$ cat src/rtl/branch_issue_queue_pkg.sv
// Shared definitions for the branch issue queue: scoreboard id width,
// branch func codes, datapath widths and the per-entry metadata payload.
// SCOREBOARD_SIZE_WIDTH normally comes from the core-wide defines; the
// fallback below only applies when this slice is built on its own.
`ifndef SCOREBOARD_SIZE_WIDTH
`define SCOREBOARD_SIZE_WIDTH 4
`endif

package branch_issue_queue_pkg;

    localparam int unsigned SID_W  = `SCOREBOARD_SIZE_WIDTH + 1;
    localparam int unsigned XLEN   = 64;
    localparam int unsigned INST_W = 32;
    localparam int unsigned FC_W   = 4;

    localparam logic [FC_W-1:0] FC_JAL  = 4'b0111;
    localparam logic [FC_W-1:0] FC_JALR = 4'b0101;
    localparam logic [FC_W-1:0] FC_BR   = 4'b0100;

    // Non-operand fields of one queue entry
    typedef struct packed {
        logic [XLEN-1:0]   pc;
        logic [INST_W-1:0] inst;
        logic [SID_W-1:0]  sid;
        logic [FC_W-1:0]   func_code;
    } entry_meta_t;

endpackage

$ cat src/rtl/branch_iq_operand.sv
// One source-operand slot of a branch issue queue entry.
// Captures ready/value/sid at enqueue (with same-cycle wakeup bypass) and
// latches a writeback value when a broadcast matches its pending sid.
// Ports: clk, rst_n; entry_valid (owning entry occupied); enq + enq_ready/
// enq_value/enq_sid (dispatch write); wb_valid/wb_sid/wb_value (wakeup bus);
// ready/value (registered slot state).
module branch_iq_operand
    import branch_issue_queue_pkg::*;
(
    input  logic             clk,
    input  logic             rst_n,
    input  logic             entry_valid,
    input  logic             enq,
    input  logic             enq_ready,
    input  logic [XLEN-1:0]  enq_value,
    input  logic [SID_W-1:0] enq_sid,
    input  logic             wb_valid,
    input  logic [SID_W-1:0] wb_sid,
    input  logic [XLEN-1:0]  wb_value,
    output logic             ready,
    output logic [XLEN-1:0]  value
);

    logic [SID_W-1:0] sid;
    logic             enq_hit;
    logic             wake_hit;

    // Producer writing back in the dispatch cycle itself
    assign enq_hit  = !enq_ready && wb_valid && (wb_sid == enq_sid);
    // Pending operand of an occupied entry matching the broadcast
    assign wake_hit = entry_valid && !ready && wb_valid && (wb_sid == sid);

    // Slot state: enqueue write has priority over wakeup
    always_ff @(posedge clk or negedge rst_n) begin
        if (!rst_n) begin
            ready <= 1'b0;
            value <= '0;
            sid   <= '0;
        end else if (enq) begin
            ready <= enq_ready || enq_hit;
            value <= enq_hit ? wb_value : enq_value;
            sid   <= enq_sid;
        end else if (wake_hit) begin
            ready <= 1'b1;
            value <= wb_value;
        end
    end

endmodule

$ cat src/rtl/branch_issue_queue.sv
// In-order issue buffer feeding the branch execution unit. Holds dispatched
// branch/jump micro-ops until both operands are ready, then issues the head
// entry (at most one per cycle) in program order.
// Ports: clk, rst_n, flush_i; dispatch disp_* (valid/ready handshake, pc,
// inst, sid, func code, per-operand ready/value/sid); writeback wb_valid_i/
// wb_sid_i/wb_value_i; BEU issue branch_valid_o, branch_pc_o, branch_inst_o,
// branch_sid_o, rs1_value_o, rs2_value_o, func_code_o.
// Optional macro BRANCH_IQ_STALL_CNT_EN adds stall_cnt_o, a saturating count
// of cycles the head is valid but waiting on an operand (cleared only by reset).
module branch_issue_queue
    import branch_issue_queue_pkg::*;
#(
    parameter int unsigned DEPTH = 4,
    parameter int unsigned PTR_W = $clog2(DEPTH)
) (
    input  logic              clk,
    input  logic              rst_n,
    input  logic              flush_i,
    input  logic              disp_valid_i,
    output logic              disp_ready_o,
    input  logic [XLEN-1:0]   disp_pc_i,
    input  logic [INST_W-1:0] disp_inst_i,
    input  logic [SID_W-1:0]  disp_sid_i,
    input  logic [FC_W-1:0]   disp_func_code_i,
    input  logic              disp_rs1_ready_i,
    input  logic              disp_rs2_ready_i,
    input  logic [XLEN-1:0]   disp_rs1_value_i,
    input  logic [XLEN-1:0]   disp_rs2_value_i,
    input  logic [SID_W-1:0]  disp_rs1_sid_i,
    input  logic [SID_W-1:0]  disp_rs2_sid_i,
    input  logic              wb_valid_i,
    input  logic [SID_W-1:0]  wb_sid_i,
    input  logic [XLEN-1:0]   wb_value_i,
    output logic              branch_valid_o,
    output logic [XLEN-1:0]   branch_pc_o,
    output logic [INST_W-1:0] branch_inst_o,
    output logic [SID_W-1:0]  branch_sid_o,
    output logic [XLEN-1:0]   rs1_value_o,
    output logic [XLEN-1:0]   rs2_value_o,
    output logic [FC_W-1:0]   func_code_o
`ifdef BRANCH_IQ_STALL_CNT_EN
    ,
    output logic [31:0]       stall_cnt_o
`endif
);

    logic [PTR_W-1:0] head;
    logic [PTR_W-1:0] tail;
    logic [PTR_W:0]   count;
    logic [DEPTH-1:0] valid_q;
    logic [DEPTH-1:0] valid_d;
    entry_meta_t      meta_q [DEPTH];

    logic [DEPTH-1:0] rs1_rdy;
    logic [DEPTH-1:0] rs2_rdy;
    logic [XLEN-1:0]  rs1_val [DEPTH];
    logic [XLEN-1:0]  rs2_val [DEPTH];

    logic enq;
    logic issue;

    // Handshake and issue qualification from registered state
    assign disp_ready_o   = (count != (PTR_W+1)'(DEPTH));
    assign enq            = disp_valid_i && disp_ready_o && !flush_i;
    assign issue          = valid_q[head] && rs1_rdy[head] && rs2_rdy[head] && !flush_i;
    assign branch_valid_o = issue;

    // Issue payload straight from the head entry (stale when empty)
    assign branch_pc_o   = meta_q[head].pc;
    assign branch_inst_o = meta_q[head].inst;
    assign branch_sid_o  = meta_q[head].sid;
    assign func_code_o   = meta_q[head].func_code;
    assign rs1_value_o   = rs1_val[head];
    assign rs2_value_o   = rs2_val[head];

    // Entry occupancy next state; enqueue and issue never hit the same slot
    always_comb begin
        valid_d = valid_q;
        if (enq)     valid_d[tail] = 1'b1;
        if (issue)   valid_d[head] = 1'b0;
        if (flush_i) valid_d = '0;
    end

    // Pointers, count and occupancy
    always_ff @(posedge clk or negedge rst_n) begin
        if (!rst_n) begin
            head    <= '0;
            tail    <= '0;
            count   <= '0;
            valid_q <= '0;
        end else begin
            valid_q <= valid_d;
            if (flush_i) begin
                head  <= '0;
                tail  <= '0;
                count <= '0;
            end else begin
                if (enq)   tail <= tail + PTR_W'(1);
                if (issue) head <= head + PTR_W'(1);
                case ({enq, issue})
                    2'b10:   count <= count + (PTR_W+1)'(1);
                    2'b01:   count <= count - (PTR_W+1)'(1);
                    default: count <= count;
                endcase
            end
        end
    end

    // Entry metadata written at the tail on enqueue
    always_ff @(posedge clk or negedge rst_n) begin
        if (!rst_n) begin
            for (int i = 0; i < DEPTH; i++) meta_q[i] <= '0;
        end else if (enq) begin
            meta_q[tail] <= '{pc: disp_pc_i, inst: disp_inst_i,
                              sid: disp_sid_i, func_code: disp_func_code_i};
        end
    end

    // Two operand slots per entry
    for (genvar i = 0; i < DEPTH; i++) begin : g_slot
        logic enq_slot;
        assign enq_slot = enq && (tail == PTR_W'(i));

        branch_iq_operand u_rs1 (
            .clk         (clk),
            .rst_n       (rst_n),
            .entry_valid (valid_q[i]),
            .enq         (enq_slot),
            .enq_ready   (disp_rs1_ready_i),
            .enq_value   (disp_rs1_value_i),
            .enq_sid     (disp_rs1_sid_i),
            .wb_valid    (wb_valid_i),
            .wb_sid      (wb_sid_i),
            .wb_value    (wb_value_i),
            .ready       (rs1_rdy[i]),
            .value       (rs1_val[i])
        );

        branch_iq_operand u_rs2 (
            .clk         (clk),
            .rst_n       (rst_n),
            .entry_valid (valid_q[i]),
            .enq         (enq_slot),
            .enq_ready   (disp_rs2_ready_i),
            .enq_value   (disp_rs2_value_i),
            .enq_sid     (disp_rs2_sid_i),
            .wb_valid    (wb_valid_i),
            .wb_sid      (wb_sid_i),
            .wb_value    (wb_value_i),
            .ready       (rs2_rdy[i]),
            .value       (rs2_val[i])
        );
    end

`ifdef BRANCH_IQ_STALL_CNT_EN
    logic head_stalled;
    assign head_stalled = valid_q[head] && !(rs1_rdy[head] && rs2_rdy[head]);

    // Saturating head-stall counter; survives flush
    always_ff @(posedge clk or negedge rst_n) begin
        if (!rst_n) begin
            stall_cnt_o <= '0;
        end else if (head_stalled && (stall_cnt_o != 32'hFFFF_FFFF)) begin
            stall_cnt_o <= stall_cnt_o + 32'd1;
        end
    end
`endif

endmodule

$ cat config.mk
export PLATFORM = sky130hd
export DESIGN_NAME = branch_issue_queue
export DESIGN_NICKNAME = d
export VERILOG_FILES = /design/src/rtl/branch_issue_queue_pkg.sv /design/src/rtl/branch_iq_operand.sv /design/src/rtl/branch_issue_queue.sv
export SDC_FILE = /design/constraint.sdc
export NUM_CORES = 2
export LEC_CHECK = 0
export CORE_MARGIN = 10
export CORE_UTILIZATION = 50
export DETAILED_ROUTE_END_ITERATION = 7
export GPL_TIMING_DRIVEN = 0
export HOLD_SLACK_MARGIN = 0.08
export PLACE_DENSITY = 0.69
export SYNTH_ARGS = -nofsm -noshare
export SYNTH_HDL_FRONTEND = slang
export SYNTH_SLANG_ARGS = --single-unit
$ cat constraint.sdc
create_clock -name clk -period 4.4 [get_ports clk]
set_input_delay 0.44 -clock clk [delete_from_list [all_inputs] [get_ports clk]]
set_output_delay 0.44 -clock clk [all_outputs]
set_load 0.02 [all_outputs]
Yosys cells after proc, flatten, opt, wreduce, memory -nomap -nowiden. Index checks and enable logic that the tools add are counted. Widths: inputs -> output; s select.

Bits in registers: 991. Word-level logic and storage cells: 206.

$add $sub $neg: 4. Order comparisons: 7. Eq/ne operators: 16. Muxes and demuxes: 65. Bitwise logic cells: 5. Reductions and logical operators: 65.

Operators by type and width (number): $mux 64 (22); $bwmux 420 (1); $mux 105 (3); $bmux 64 s2 (2); $bmux 105 s2 (1); $demux 105 s2 (1); $eq 5x5->1 (10); $logic_and 1x1->1 (40); $mux 1 (21); $reduce_bool 2->1 (10); $mux 4 (3); $logic_not 1->1 (11); $mux 2 (4); $bmux 1 s2 (3); $eq 2x2->1 const B (3); $ge 3x3->1 const B (2); $lt 2x3->1 const B (2); $not 2->3 (2); $pmux 3 s2 (1); $add 2x1->2 const B (2); $and 4x4->4 (1); $demux 1 s2 (2); $eq 2x1->1 const B (2); $ge 2x1->1 const B (2); other kinds (10) (11).

Depth between registers and ports, before layout.
Word-level depth: 9. Depth in mapped cells: 9. Depth with buffers taken out: 8.

Cells and area by module. From an unflattened synthesis, not the netlist that was laid out.

Cell total of the unflattened synthesis: 4620. Area, all modules: 56584.3 um2.

By module, submodules not included: branch_iq_operand (times used 8, cells an instance 422, area an instance 4289.1 um2); branch_issue_queue (times used 1, cells an instance 1244, area an instance 22271.4 um2).

Worst setup path before layout. OpenSTA, ideal clock, no wires.

Path type: register to output. Start: reg head[0]. End: out branch_inst_o[0]. Data arrival time: 1847 ps. Required time: 3960 ps. Setup slack: 2113 ps. Stages on the path, launching flop included: 4. Path buffers: 2. Cell sequence: dfrtp_1 clkbuf_1 buf_1 mux4_2.

Word-level cells in the longest chain between the ends: 4.

Ends and longest elaborated chain: start, declared (RTL line branch_issue_queue.sv:47) `logic [PTR_W-1:0] head;`; start signal, assigned (RTL line branch_issue_queue.sv:99) `if (issue) head <= head + PTR_W'(1);`; $not 2->3 (not written as such) (RTL line branch_issue_queue.sv:70) `assign branch_inst_o = meta_q[head].inst;`; $bmux 105 s2 (RTL line branch_issue_queue.sv:70); $mux 105 (2 in series); end, declared (RTL line branch_issue_queue.sv:36) `output logic [INST_W-1:0] branch_inst_o,`.

No other way between the ends. The select of a mux whose other input is x is not followed.

Worst setup path in the final report.
Start: reg head[1]. End: out rs2_value_o[5].

Word-level cells in the longest chain between the ends: 4.

Ends and longest elaborated chain: $not 2->3 (not written as such) (RTL line branch_issue_queue.sv:74) `assign rs2_value_o = rs2_val[head];`; $bmux 64 s2 (RTL line branch_issue_queue.sv:74); $mux 64 (not written as such) (2 in series) (RTL line branch_issue_queue.sv:74); end, declared (RTL line branch_issue_queue.sv:39) `output logic [XLEN-1:0] rs2_value_o,`.

No other way between the ends. The select of a mux whose other input is x is not followed.

==> summary.txt <==
Floorplan
  • Area of the core: between 90000 and 100000 um2
  • Row cnt: 112
  • I/O pin count: 554
  • Starting Density: 0.5024
  • Area of the die: 106100 um2
  • Die Ht: 325.8 um
  • Die W: 325.8 um

Power
  • Comb power frac: 0.328
  • Total internal power: 24.86 mW
  • Seq pwr share: 0.400
  • Total Power: roughly 36 mW
  • Switch share: 0.3176
  • Pleak: around 26 nW
  • Cell Pwr Density: 634.8 nW/um2
  • Clock power share: 0.271
  • Worst vdd rail ir drop: 0.3819 mV
  • P_sw: 11.57 mW

Synth
  • Synth Instances: roughly 4300
  • Synth area leader: dfrtp_1
  • Warnings from Yosys: 0
  • Mean area per synthesized cell: 10.97 um2
  • Post-synth cell types: 43
  • Sequential-to-total area share from yosys stat: 0.5305
  • EDFF count, synth: 0
  • Syn_nets: ~4600
  • Top_reg_cell synth: dfrtp_1
  • Largest cells by area after synthesis: dfrtp_1 (53%), mux4_2 (11%), nand2_1 (11%), o221a_2 (6.2%), a22oi_1 (4.2%)
  • Synthesized area: around 47000 um2
  • #FFs+latches synth: 991
  • Synth top area share: 0.5305
  • Ys async rst share: 1.000

Clock tree
  • CTS tree: done
  • CTS max path bufs: 3
  • CTS Buf Count: 108
  • Worst-path clk slew: 0.06 ns
  • Root buffer cell: clkbuf_16
  • Clk Latency, worst-skew pair: 0.71 ns
  • CTS H-tree lvls: 3
  • Clock sink count: between 900 and 1000

Setup path
  • End of the worst register-to-register path: meta_q[120]$_DFFE_PN0P_
  • Critical Path RT: 3.96 ns
  • FF-to-FF setup slack: 1.03 ns
  • Worst r2r src: count[0]$_DFFE_PN0P_
  • Setup crit end kind: output pin
  • CP startpoint kind: register
  • Worst-path fanout max: 10
  • Setup CP Type: register to output pin
  • CP arrival: between 3 and 4 ns
  • R2r worst-path depth: 7

Timing
  • Hold Vio Cnt, Final: 0
  • Tmin final: ~4.4 ns
  • Fin crit share: 0.9995
  • Slew HR: 0.1615
  • F_max: 0.2274 GHz
  • Hold WS: 0.1625 ns
  • Worst Tran Pin Value: 1.258 ns
  • Clock skew: 0.02119 ns
  • Setup Viol. Count Final: 0
  • Setup TNS: 0 ns
  • Final slew viol count: 0
  • RSZ-0062 raised after global routing: false

Hold path
  • Hold Crit Depth: 2
  • Worst Hold Path EP: count[0]$_DFFE_PN0P_
  • Worst hold path type: primary input to register
  • Hold path startpoint: flush_i

Layout
  • Layout cells sized above 1: 0.1696
  • Nets: around 5200
  • Most common cell after layout, fill and taps aside: nand2_1
  • Register Area: about 25000 um2
  • Most frequent cells in the layout: nand2_1 (1388), dfrtp_1 (991), clkdlybuf4s50_1 (484)
  • Design area: 57390 um2
  • Synthesis-to-finish area growth: 22.78%
  • Final std cells w/o fill: 6238
  • FILL cells: about 7700
  • Multi-input logic area: around 20000 um2

Placement
  • GP Congestion: 0.8797
  • Port bufs: around 490
  • Post-Place Cells: 6010
  • Post-DP Area: 53430 um2
  • Hpwl dp: approximately 110000 um

Drt
  • Final antenna-violating net count: 0
  • Initial DRC count: ~4400
  • WL final: 165800 um
  • Vias post-DR: between 30000 and 40000
  • Via density: 6.037
  • Average wire per standard cell: 26.58 um
  • Drt first pass iters: 6
  • # DRC: 0

Global route
  • Total track usage: 0.3058
  • First-pass GRT wire length: approximately 250000 um
  • Initial antenna violation count: 47
  • Vias in the first global route: 38610
  • Largest net degree at the start of global routing: between 150 and 200
  • Total gr overflow: 0

Status
  • Outcome: finished, final reports clean

Run
  • # Max-Cap Violations: 0
cell usage after synthesis (all sizes together) (3+ instances only):
cell and count:
nor4 6, clkbuf 220, a22oi 260, buf 173, nand4 9, nand3 6
xor2 16, xnor2 36, inv 12, nand2 1388, o221a 256, mux2i 70
mux4 233, a21oi 12, dfrtp 991, and3 7, nor2b 3, nand2b 262
ha 8, nor2 7, o21ai 264, o41a 4
what timing repair did:
| action | 4_1_cts | 5_1_grt |
|---|---|---|
| hold buffers | 1 | 0 |
| setup buffers | 0 | 0 |
| setup endpoints to repair | 203 | 0 |
| resized for setup | 9 | 0 |
| endpoints found under the hold margin | 85 | 0 |
registers in the layout, summed over array words and instances (netlist names), 3 cells and up:
name / flops
count: 3
g_slot.u_rs2.value: 256
g_slot.u_rs2.sid: 20
meta_q: 420
g_slot.u_rs1.sid: 20
g_slot.u_rs2.ready: 4
valid_q: 4
g_slot.u_rs1.ready: 4
g_slot.u_rs1.value: 256
routing by layer:
layer	track usage	part of all wire	wire length [um]
met5	0	0.0018	293
met4	0.1223	0.041	6726
met3	0.07797	0.090	14900
met2	0.4819	0.47	77900
met1	0.4033	0.40	65980
metrics by stage:
stage	worst slack (ns)	utilization
floorplan	2.113	-
global placement	-43.22	0.5714
detailed placement	-0.02963	0.5742
CTS	0.06252	0.6161
global route	0.008553	0.6165
finish	0.002266	0.6168
worst max path at each step:
stage,startpoint,endpoint,slack [ns],cells after the start
CTS,head[1]$_DFFE_PN0P_,rs2_value_o[5],0.06,5
finish,head[1]$_DFFE_PN0P_,rs2_value_o[5],0.002,5
global route,head[1]$_DFFE_PN0P_,rs2_value_o[5],0.009,5
detailed placement,head[1]$_DFFE_PN0P_,rs2_value_o[1],-0.03,5
global placement,rst_n,meta_q[280]$_DFFE_PN0P_,-43.22,1
floorplan,head[0]$_DFFE_PN0P_,branch_inst_o[0],2.11,3
critical path: stages (launching register included):
cell	delay (ns)
dfrtp_1	0.43
clkbuf_2	0.49
clkbuf_2	0.53
clkbuf_1	0.72
mux4_2	0.42
clkdlybuf4s50_1	0.65
cells by family after synthesis:
kind of cell | share of synthesized area
xor+xnor | 0.009743
mux | 0.1276
flops | 0.5305
buf+inv | 0.04060
fa+ha+maj | 0.002570
compound gates | 0.1353
simple gates | 0.1537
layout make-up:
cell class | count | share of cell area
Multi-Input combinational cell | 2867 | 0.3499
Sequential cell | 991 | 0.4321
Inverter | 12 | 0.0007848
Buffer | 393 | 0.03253
Clock buffer | 159 | 0.05568
Timing Repair Buffer | 494 | 0.08864
Tap cell | 1254 | 0.02734
Antenna cell | 25 | 0.001090
Clock inverter | 43 | 0.01190
power by group through the flow:
| stage | Combinational (mW) | Clock (mW) | Sequential, mW |
|---|---|---|---|
| 4_1_cts | 12.0 | 9.97 | 14.5 |
| 3_5_place_dp | 12.0 | 0 | 14.6 |
| 3_3_place_gp | 11.7 | 0 | 14.7 |
| 2_1_floorplan | 7.79 | 0 | 14.0 |
| 5_1_grt | 12.9 | 10.3 | 15.0 |
| 6_report | 12.0 | 9.88 | 14.6 |
Power figures use the tool's default switching activity.
